**config.mk**
```make
export PLATFORM = sky130hd
export DESIGN_NAME = uart_rx_byte_flat
export DESIGN_NICKNAME = d
export VERILOG_FILES = /design/src/rtl/uart_rx_byte_if.sv /design/src/rtl/uart_rx_byte.sv /design/src/flat_wrapper.sv
export SDC_FILE = /design/constraint.sdc
export NUM_CORES = 1
export LEC_CHECK = 0
export BUFFER_PORTS_ARGS = -buffer_cell sky130_fd_sc_hd__buf_2
export CAP_MARGIN = 30
export CORE_MARGIN = 4
export CORE_UTILIZATION = 37
export DETAILED_ROUTE_END_ITERATION = 12
export PLACE_DENSITY = 0.65
export SYNTH_ARGS = -nofsm -noshare
export SYNTH_HDL_FRONTEND = slang
export SYNTH_SLANG_ARGS = --single-unit
export TNS_END_PERCENT = 10
```
**constraint.sdc**
```tcl
create_clock -name clk -period 2.3 [get_ports clk]
set_clock_uncertainty 0.15 [all_clocks]
set_input_delay 0.115 -clock clk [delete_from_list [all_inputs] [get_ports clk]]
set_output_delay 0.115 -clock clk [all_outputs]
set_load 0.02 [all_outputs]
```
**src/rtl/uart_rx_byte_if.sv**
```systemverilog
// uart_rx_byte_if
// Bundles the serial-side and byte-side signals of the UART byte receiver.
//   rx        serial line, idle high (driven by master)
//   en_rx     receive enable from the downstream controller (driven by master)
//   rx_data   last correctly received byte (driven by slave)
//   rx_d_val  one-cycle strobe, rx_data newly valid (driven by slave)
//   rx_busy   a frame is in progress (driven by slave)
//   frame_err most recent frame had a zero stop bit (driven by slave)
interface uart_rx_byte_if;
  logic       rx;
  logic       en_rx;
  logic [7:0] rx_data;
  logic       rx_d_val;
  logic       rx_busy;
  logic       frame_err;

  modport master (
    output rx, en_rx,
    input  rx_data, rx_d_val, rx_busy, frame_err
  );

  modport slave (
    input  rx, en_rx,
    output rx_data, rx_d_val, rx_busy, frame_err
  );
endinterface

```
**src/rtl/uart_rx_byte.sv**
```systemverilog
// uart_rx_byte
// 8N1 UART receiver feeding the operand/opcode collector. Samples every bit
// at its mid-point, strobes each good byte for one cycle, flags framing
// errors and rejects start-bit glitches.
// Ports:
//   clk    system clock
//   rst_n  asynchronous reset, active-high (in reset while rst_n=1)
//   bus    uart_rx_byte_if.slave: rx, en_rx in; rx_data, rx_d_val,
//          rx_busy, frame_err out
//
// state | meaning
// IDLE  | waiting for a falling edge on the synchronised line while en_rx=1
// START | counting to the start-bit mid-point to confirm the start bit
// DATA  | sampling 8 data bits, LSB first, one per bit period
// STOP  | sampling the stop bit, then strobing the byte or flagging an error
module uart_rx_byte #(
  parameter int CLKS_PER_BIT = 5208
) (
  input logic           clk,
  input logic           rst_n,
  uart_rx_byte_if.slave bus
);

  localparam int HALF_BIT = CLKS_PER_BIT / 2;
  localparam int CW       = $clog2(CLKS_PER_BIT);

  localparam logic [CW-1:0] CNT_HALF = CW'(HALF_BIT - 1);
  localparam logic [CW-1:0] CNT_LAST = CW'(CLKS_PER_BIT - 1);

  typedef enum logic [1:0] {
    IDLE  = 2'd0,
    START = 2'd1,
    DATA  = 2'd2,
    STOP  = 2'd3
  } state_t;

  state_t        state_q, state_d;
  logic [CW-1:0] cnt_q, cnt_d;
  logic [2:0]    idx_q, idx_d;
  logic [7:0]    shift_q, shift_d;
  logic [7:0]    data_q, data_d;
  logic          dval_q, dval_d;
  logic          ferr_q, ferr_d;
  logic          sync1_q, rx_s_q, prev_q;
  logic          fall_edge;

  assign fall_edge = prev_q & ~rx_s_q;

  always_ff @(posedge clk or posedge rst_n) begin
    if (rst_n) begin
      sync1_q <= 1'b1;
      rx_s_q  <= 1'b1;
      prev_q  <= 1'b1;
      state_q <= IDLE;
      cnt_q   <= '0;
      idx_q   <= '0;
      shift_q <= '0;
      data_q  <= '0;
      dval_q  <= 1'b0;
      ferr_q  <= 1'b0;
    end else begin
      sync1_q <= bus.rx;
      rx_s_q  <= sync1_q;
      prev_q  <= rx_s_q;
      state_q <= state_d;
      cnt_q   <= cnt_d;
      idx_q   <= idx_d;
      shift_q <= shift_d;
      data_q  <= data_d;
      dval_q  <= dval_d;
      ferr_q  <= ferr_d;
    end
  end

  always_comb begin
    state_d = state_q;
    cnt_d   = cnt_q + 1'b1;
    idx_d   = idx_q;
    shift_d = shift_q;
    data_d  = data_q;
    dval_d  = 1'b0;
    ferr_d  = ferr_q;
    unique case (state_q)
      IDLE: begin
        cnt_d = '0;
        if (bus.en_rx && fall_edge) begin
          state_d = START;
        end
      end
      START: begin
        if (cnt_q == CNT_HALF) begin
          cnt_d = '0;
          idx_d = '0;
          // line back high at the start-bit mid-point means it was a glitch
          state_d = rx_s_q ? IDLE : DATA;
        end
      end
      DATA: begin
        if (cnt_q == CNT_LAST) begin
          cnt_d   = '0;
          shift_d = {rx_s_q, shift_q[7:1]};
          idx_d   = idx_q + 3'd1;
          if (idx_q == 3'd7) begin
            state_d = STOP;
          end
        end
      end
      STOP: begin
        if (cnt_q == CNT_LAST) begin
          cnt_d = '0;
          // leave at the stop-bit mid-point so a start edge half a bit later is caught
          state_d = IDLE;
          if (rx_s_q) begin
            data_d = shift_q;
            dval_d = 1'b1;
            ferr_d = 1'b0;
          end else begin
            ferr_d = 1'b1;
          end
        end
      end
      default: state_d = IDLE;
    endcase
  end

  assign bus.rx_data   = data_q;
  assign bus.rx_d_val  = dval_q;
  assign bus.rx_busy   = (state_q != IDLE);
  assign bus.frame_err = ferr_q;

endmodule

```
**src/flat_wrapper.sv**
```systemverilog
// flat-port wrapper written by rule: the top's interface ports become plain ports
module uart_rx_byte_flat 
#(
  parameter int CLKS_PER_BIT = 5208
)
  (clk, rst_n, bus_rx, bus_en_rx, bus_rx_data, bus_rx_d_val, bus_rx_busy, bus_frame_err);
  uart_rx_byte_if bus_i ();
  input logic clk;
  input logic rst_n;
  input wire logic [$bits(bus_i.rx)-1:0] bus_rx;
  input wire logic [$bits(bus_i.en_rx)-1:0] bus_en_rx;
  output wire logic [$bits(bus_i.rx_data)-1:0] bus_rx_data;
  output wire logic [$bits(bus_i.rx_d_val)-1:0] bus_rx_d_val;
  output wire logic [$bits(bus_i.rx_busy)-1:0] bus_rx_busy;
  output wire logic [$bits(bus_i.frame_err)-1:0] bus_frame_err;
  assign bus_i.rx = bus_rx;
  assign bus_i.en_rx = bus_en_rx;
  assign bus_rx_data = bus_i.rx_data;
  assign bus_rx_d_val = bus_i.rx_d_val;
  assign bus_rx_busy = bus_i.rx_busy;
  assign bus_frame_err = bus_i.frame_err;
  uart_rx_byte #(.CLKS_PER_BIT(CLKS_PER_BIT)) u_core (.clk(clk), .rst_n(rst_n), .bus(bus_i));
endmodule
```
### Word-level counts from Yosys, hierarchy flattened

Index checks and enable logic that the tools add are counted.

* register bits: 39
* bits in latches: 0
* bits in writable memories: 0
* bits in read-only memories: 0
* input bits: 4
* memories: 0

* add/sub/neg operators: 2
* multipliers: 0
* div/mod/pow operators: 0
* $lt $le $gt $ge: 0
* equal/unequal tests: 11
* shift-type cells: 0
* muxes and demuxes: 17
* bitwise gates (word level): 2
* reductions and logical operators: 10

Operators by type and width (number)
* one-hot mux 13 bit (3 select lines): 1
* 2-to-1 mux 13 bit: 2
* adder 13 x 1 -> 13 bit (second input constant): 1
* equality test 13 x 12 -> 1 bit (second input constant): 1
* equality test 13 bit (second input constant): 1
* 2-to-1 mux 2 bit: 6
* != test 2 x 1 -> 1 bit (second input constant): 5
* one-hot mux 2 bit (4 select lines): 1
* 2-to-1 mux 3 bit: 2
* one-hot mux 3 bit (2 select lines): 1
* AND reduction 3 bit: 2
* AND reduction 5 bit: 1
* equality test 2 bit (second input constant): 2
* 2-to-1 mux 1 bit: 4
* AND reduction 2 bit: 2
* nonzero test 2 bit: 2
* adder 3 x 1 -> 3 bit (second input constant): 1
* equality test 3 bit (second input constant): 1
* equality test 2 x 1 -> 1 bit (second input constant): 1
* zero test 2 bit: 1
* OR reduction 2 bit: 1
* bitwise AND 1 bit: 1
* logical AND 1 bit: 1
* inverter 1 bit: 1

### Logic depth before layout (Yosys ltp)

* word-level depth: 5
* gate-level depth with buffers: 6

### Worst setup path after synthesis

Ideal clock, no wire load.

* kind: register to register
* start point: reg u_core.cnt_q[0]
* end point: reg u_core.shift_q[0]
* library setup time: 0.125 ns
* arrival: 1.690 ns
* setup slack: 0.335 ns
* stages on the path, launching flop included: 7
* path buffers: 1
* clock period less this slack: 1.965 ns
* path through: dfrtp_1 ha_1 nor3b_4 nand4_2 nor3b_2 buf_6 mux2_4

* longest elaborated chain between the ends: 2

RTL lines
* start: declaration: line uart_rx_byte.sv:38 `logic [CW-1:0] cnt_q, cnt_d;`
* start signal: assignment: line uart_rx_byte.sv:66 `cnt_q <= cnt_d;`
* equality test 13 bit: line uart_rx_byte.sv:99 `if (cnt_q == CNT_LAST) begin`
* AND reduction 2 bit (no line)
* end signal: assignment: line uart_rx_byte.sv:68 `shift_q <= shift_d;`
* end: declaration: line uart_rx_byte.sv:40 `logic [7:0] shift_q, shift_d;`

No other way between the ends.
A chain may end at the register's enable or synchronous reset.

### Worst setup path in the final report

* start point: reg u_core.cnt_q[0]
* end point: reg u_core.shift_q[4]

Same word-level chain as after synthesis.

==> results.ini <==
[outcome]
outcome = completed

[cells_and_area]
utilization = 0.4432
layout_commonest_cell = dfrtp_1
syn2layout_area_growth_pct = 15.38
stdcell_count = 237
layout-drive-gt1-share = 0.2706
diodes = 0
most-common-layout-cells = 36 x dfrtp_1, 18 x nor2_1, 14 x buf_2
final_nets = 176
nFillCells = 450

[routing]
antenna_left = 0
wl_per_cell_um = 12.59
drt_iter0_markers = 78
drt-pass1-iter-count = 4
drt-vias-per-instance = 4.802
totalWireLength_mm = 2.985
dr_total_vias = 1138
drc_errors = 0

[clock_network]
cts_repair_resize_count = 0
cts_tree = yes
cts_setup_buffers = 0
clockBufferDepth = 2
cts_max_level = 2
clock_latency_ps = 290
clk_transition_reported_paths_ps = 80
cts_made_buffers = 5
cts.sinks = 39
cts_root_buffer = clkbuf_8

[critical_path]
crit_chain = ha_1 -> nor3b_4 -> nand4_2 -> nor3b_2 -> buf_4 -> mux2_4
cp.required_ps = 2330
crit_arrival_ps = 2170
path_class = reg2reg
worst_path_max_delay_cell = dfrtp_1
worstSetupStartpointType = flip-flop
cp-end-kind = flip-flop
max_stage_delay_ps = 400
worst-path-max-fanout = 9

[die]
die-area_mm2 = 0.006088
dieWidth_um = 78.03
die_y_um = 78.03
fp-row-count = 25
core_mm2 = 0.004723
initial_utilization = 0.3841
pin_count = 15

[flow_run]
cap_violations = 0

[synthesis]
synth_top_area_share = 0.4966
yosys_warnings = 0
synth_cell_types = 36
synth_cells = 145
ys_ff_latch = 39
ys_seq_area_frac = 0.5400
synth_nets = 152
synth_area_mm2 = 0.001814
synth_area_per_cell_um2 = 12.51
synth.area.top_cells = dfrtp_1 50%, mux2_4 6.6%, mux2_1 5.0%
synth_top_area_cell = dfrtp_1

[global_route]
grt_pass1_vias = 1171
grt_usage = 0.1130
antenna_found_initial = 0
overflow = 0
grt_use_met3 = 0.03211
grt_pass1_wl_mm = 5.368
gr-usage-met1 = 0.1376
grt_max_degree = 40
top_usage_layer = met2
gr-usage-met2 = 0.1772

[sta]
setup_ws_ps = 156.7
hold_ws_ps = 207.4
rsz0062_at_grt = false
worst_slew_pin_slew_ps = 481.1
setup_viol = 0
max_freq_ghz = 0.4666
period_needed_ps = 2143
final.setup.tns_ps = 0
post-route-period-util = 0.9319
hold_viol_final = 0
drv_slew = 0
slew_headroom = 0.6793

[place]
hpwlAfterDp_mm = 2.119
finalWeightedCongestion = 0.8244
preCtsSetupSlack_ps = 150.8
io_buffers = 14
dp_cells = 226

[power_and_ir_drop]
p_per_area_mw_per_mm2 = 556.7
irDropWorstVdd_v = 0.0002543
power_leakage_uw = 0.001017

[worst_hold_path]
hp-class = reg2reg

[per-layer routing]
metal | vias to the layer above | part of all wire
met4 | 0 | 0.024
met3 | 7 | 0.039
li1 | 555 | -
met5 | - | 0
met1 | 554 | 0.47
met2 | 22 | 0.46
[cells in the mapped netlist, drive strengths merged]
| cell type | number |
|---|---|
| nand4b | 1 |
| dfstp | 3 |
| xor2 | 2 |
| o31ai | 2 |
| nand2 | 6 |
| mux2i | 1 |
| nand4 | 4 |
| nand3b | 2 |
| nor4 | 3 |
| xnor2 | 9 |
| clkbuf | 2 |
| nand3 | 8 |
| ha | 3 |
| nor3b | 2 |
| and4bb | 2 |
| o21ai | 1 |
| or2 | 1 |
| o22a | 1 |
| nor2b | 2 |
| and3b | 2 |
| mux2 | 16 |
| o311ai | 1 |
| a22oi | 1 |
| nor2 | 19 |
| o211ai | 3 |
| nor3 | 4 |
| dfrtp | 36 |
| inv | 6 |
| buf | 2 |
[where the power goes]
part | switching [uW] | internal (uW)
sequential | 2.12 | 690
combinational | 15.4 | 6.74
clock | 240 | 211
[timing repair]
item,CTS,global route
endpoints found under the hold margin,38,0
setup endpoints to repair,0,0
hold buffers,3,0
[sequential cells by signal, summed over array words and instances (netlist names), named ones only]
register,flops
u_core.bus.rx_d_val,1
u_core.idx_q,3
u_core.cnt_q,13
u_core.prev_q,1
u_core.rx_s_q,1
u_core.state_q,1
u_core.shift_q,8
u_core.bus.rx_data,8
u_core.bus.frame_err,1
u_core.sync1_q,1
[worst paths after layout]
path	start	to	slack, ps	depth (start not counted)
min in group asynchronous	rst_n	u_core.cnt_q[5]	320	4
min reg2reg	u_core.sync1_q	u_core.rx_s_q	210	0
max reg2reg	u_core.cnt_q[0]	u_core.shift_q[4]	160	6
max	u_core.cnt_q[0]	u_core.shift_q[4]	160	6
min	u_core.sync1_q	u_core.rx_s_q	210	0
max in group asynchronous	rst_n	u_core.sync1_q	1320	4
[logic make-up after synthesis]
kind of cell / after synthesis / share of synthesized area
buffers and inverters: 10 / 0.02551
AO/OA/AOI/OAI: 9 / 0.03999
XOR/XNOR: 11 / 0.05311
multiplexers: 17 / 0.1214
flip-flops: 39 / 0.5400
adder cells (fa/ha/maj): 3 / 0.02069
AND/OR/NAND/NOR: 56 / 0.1993
[through the flow]
step                cell area (um^2)  power, uW
floorplan                       1814      716.6
global placement                1974      724.7
detailed placement              1974      724.9
CTS                             2093       1189
global route                    2093       1219
finish                          2093       1165
[worst max-delay path: cells and delay by family (launching register included)]
kind / cells / cell delay, ps
simple gates: 3 / 680
flops: 1 / 400
mux: 1 / 320
fa+ha+maj: 1 / 260
buf+inv: 1 / 230
[layout make-up]
class                           instances  area, um^2  area share
Inverter                                6       22.52     0.01076
Timing Repair Buffer                   21       130.1     0.06216
Clock buffer                            5       68.82     0.03288
Clock inverter                          3       20.02    0.009564
Multi-Input combinational cell         96       788.3      0.3766
Tap cell                               67       83.83     0.04005
Sequential cell                        39       979.7      0.4680
Power figures use the tool's default switching activity.
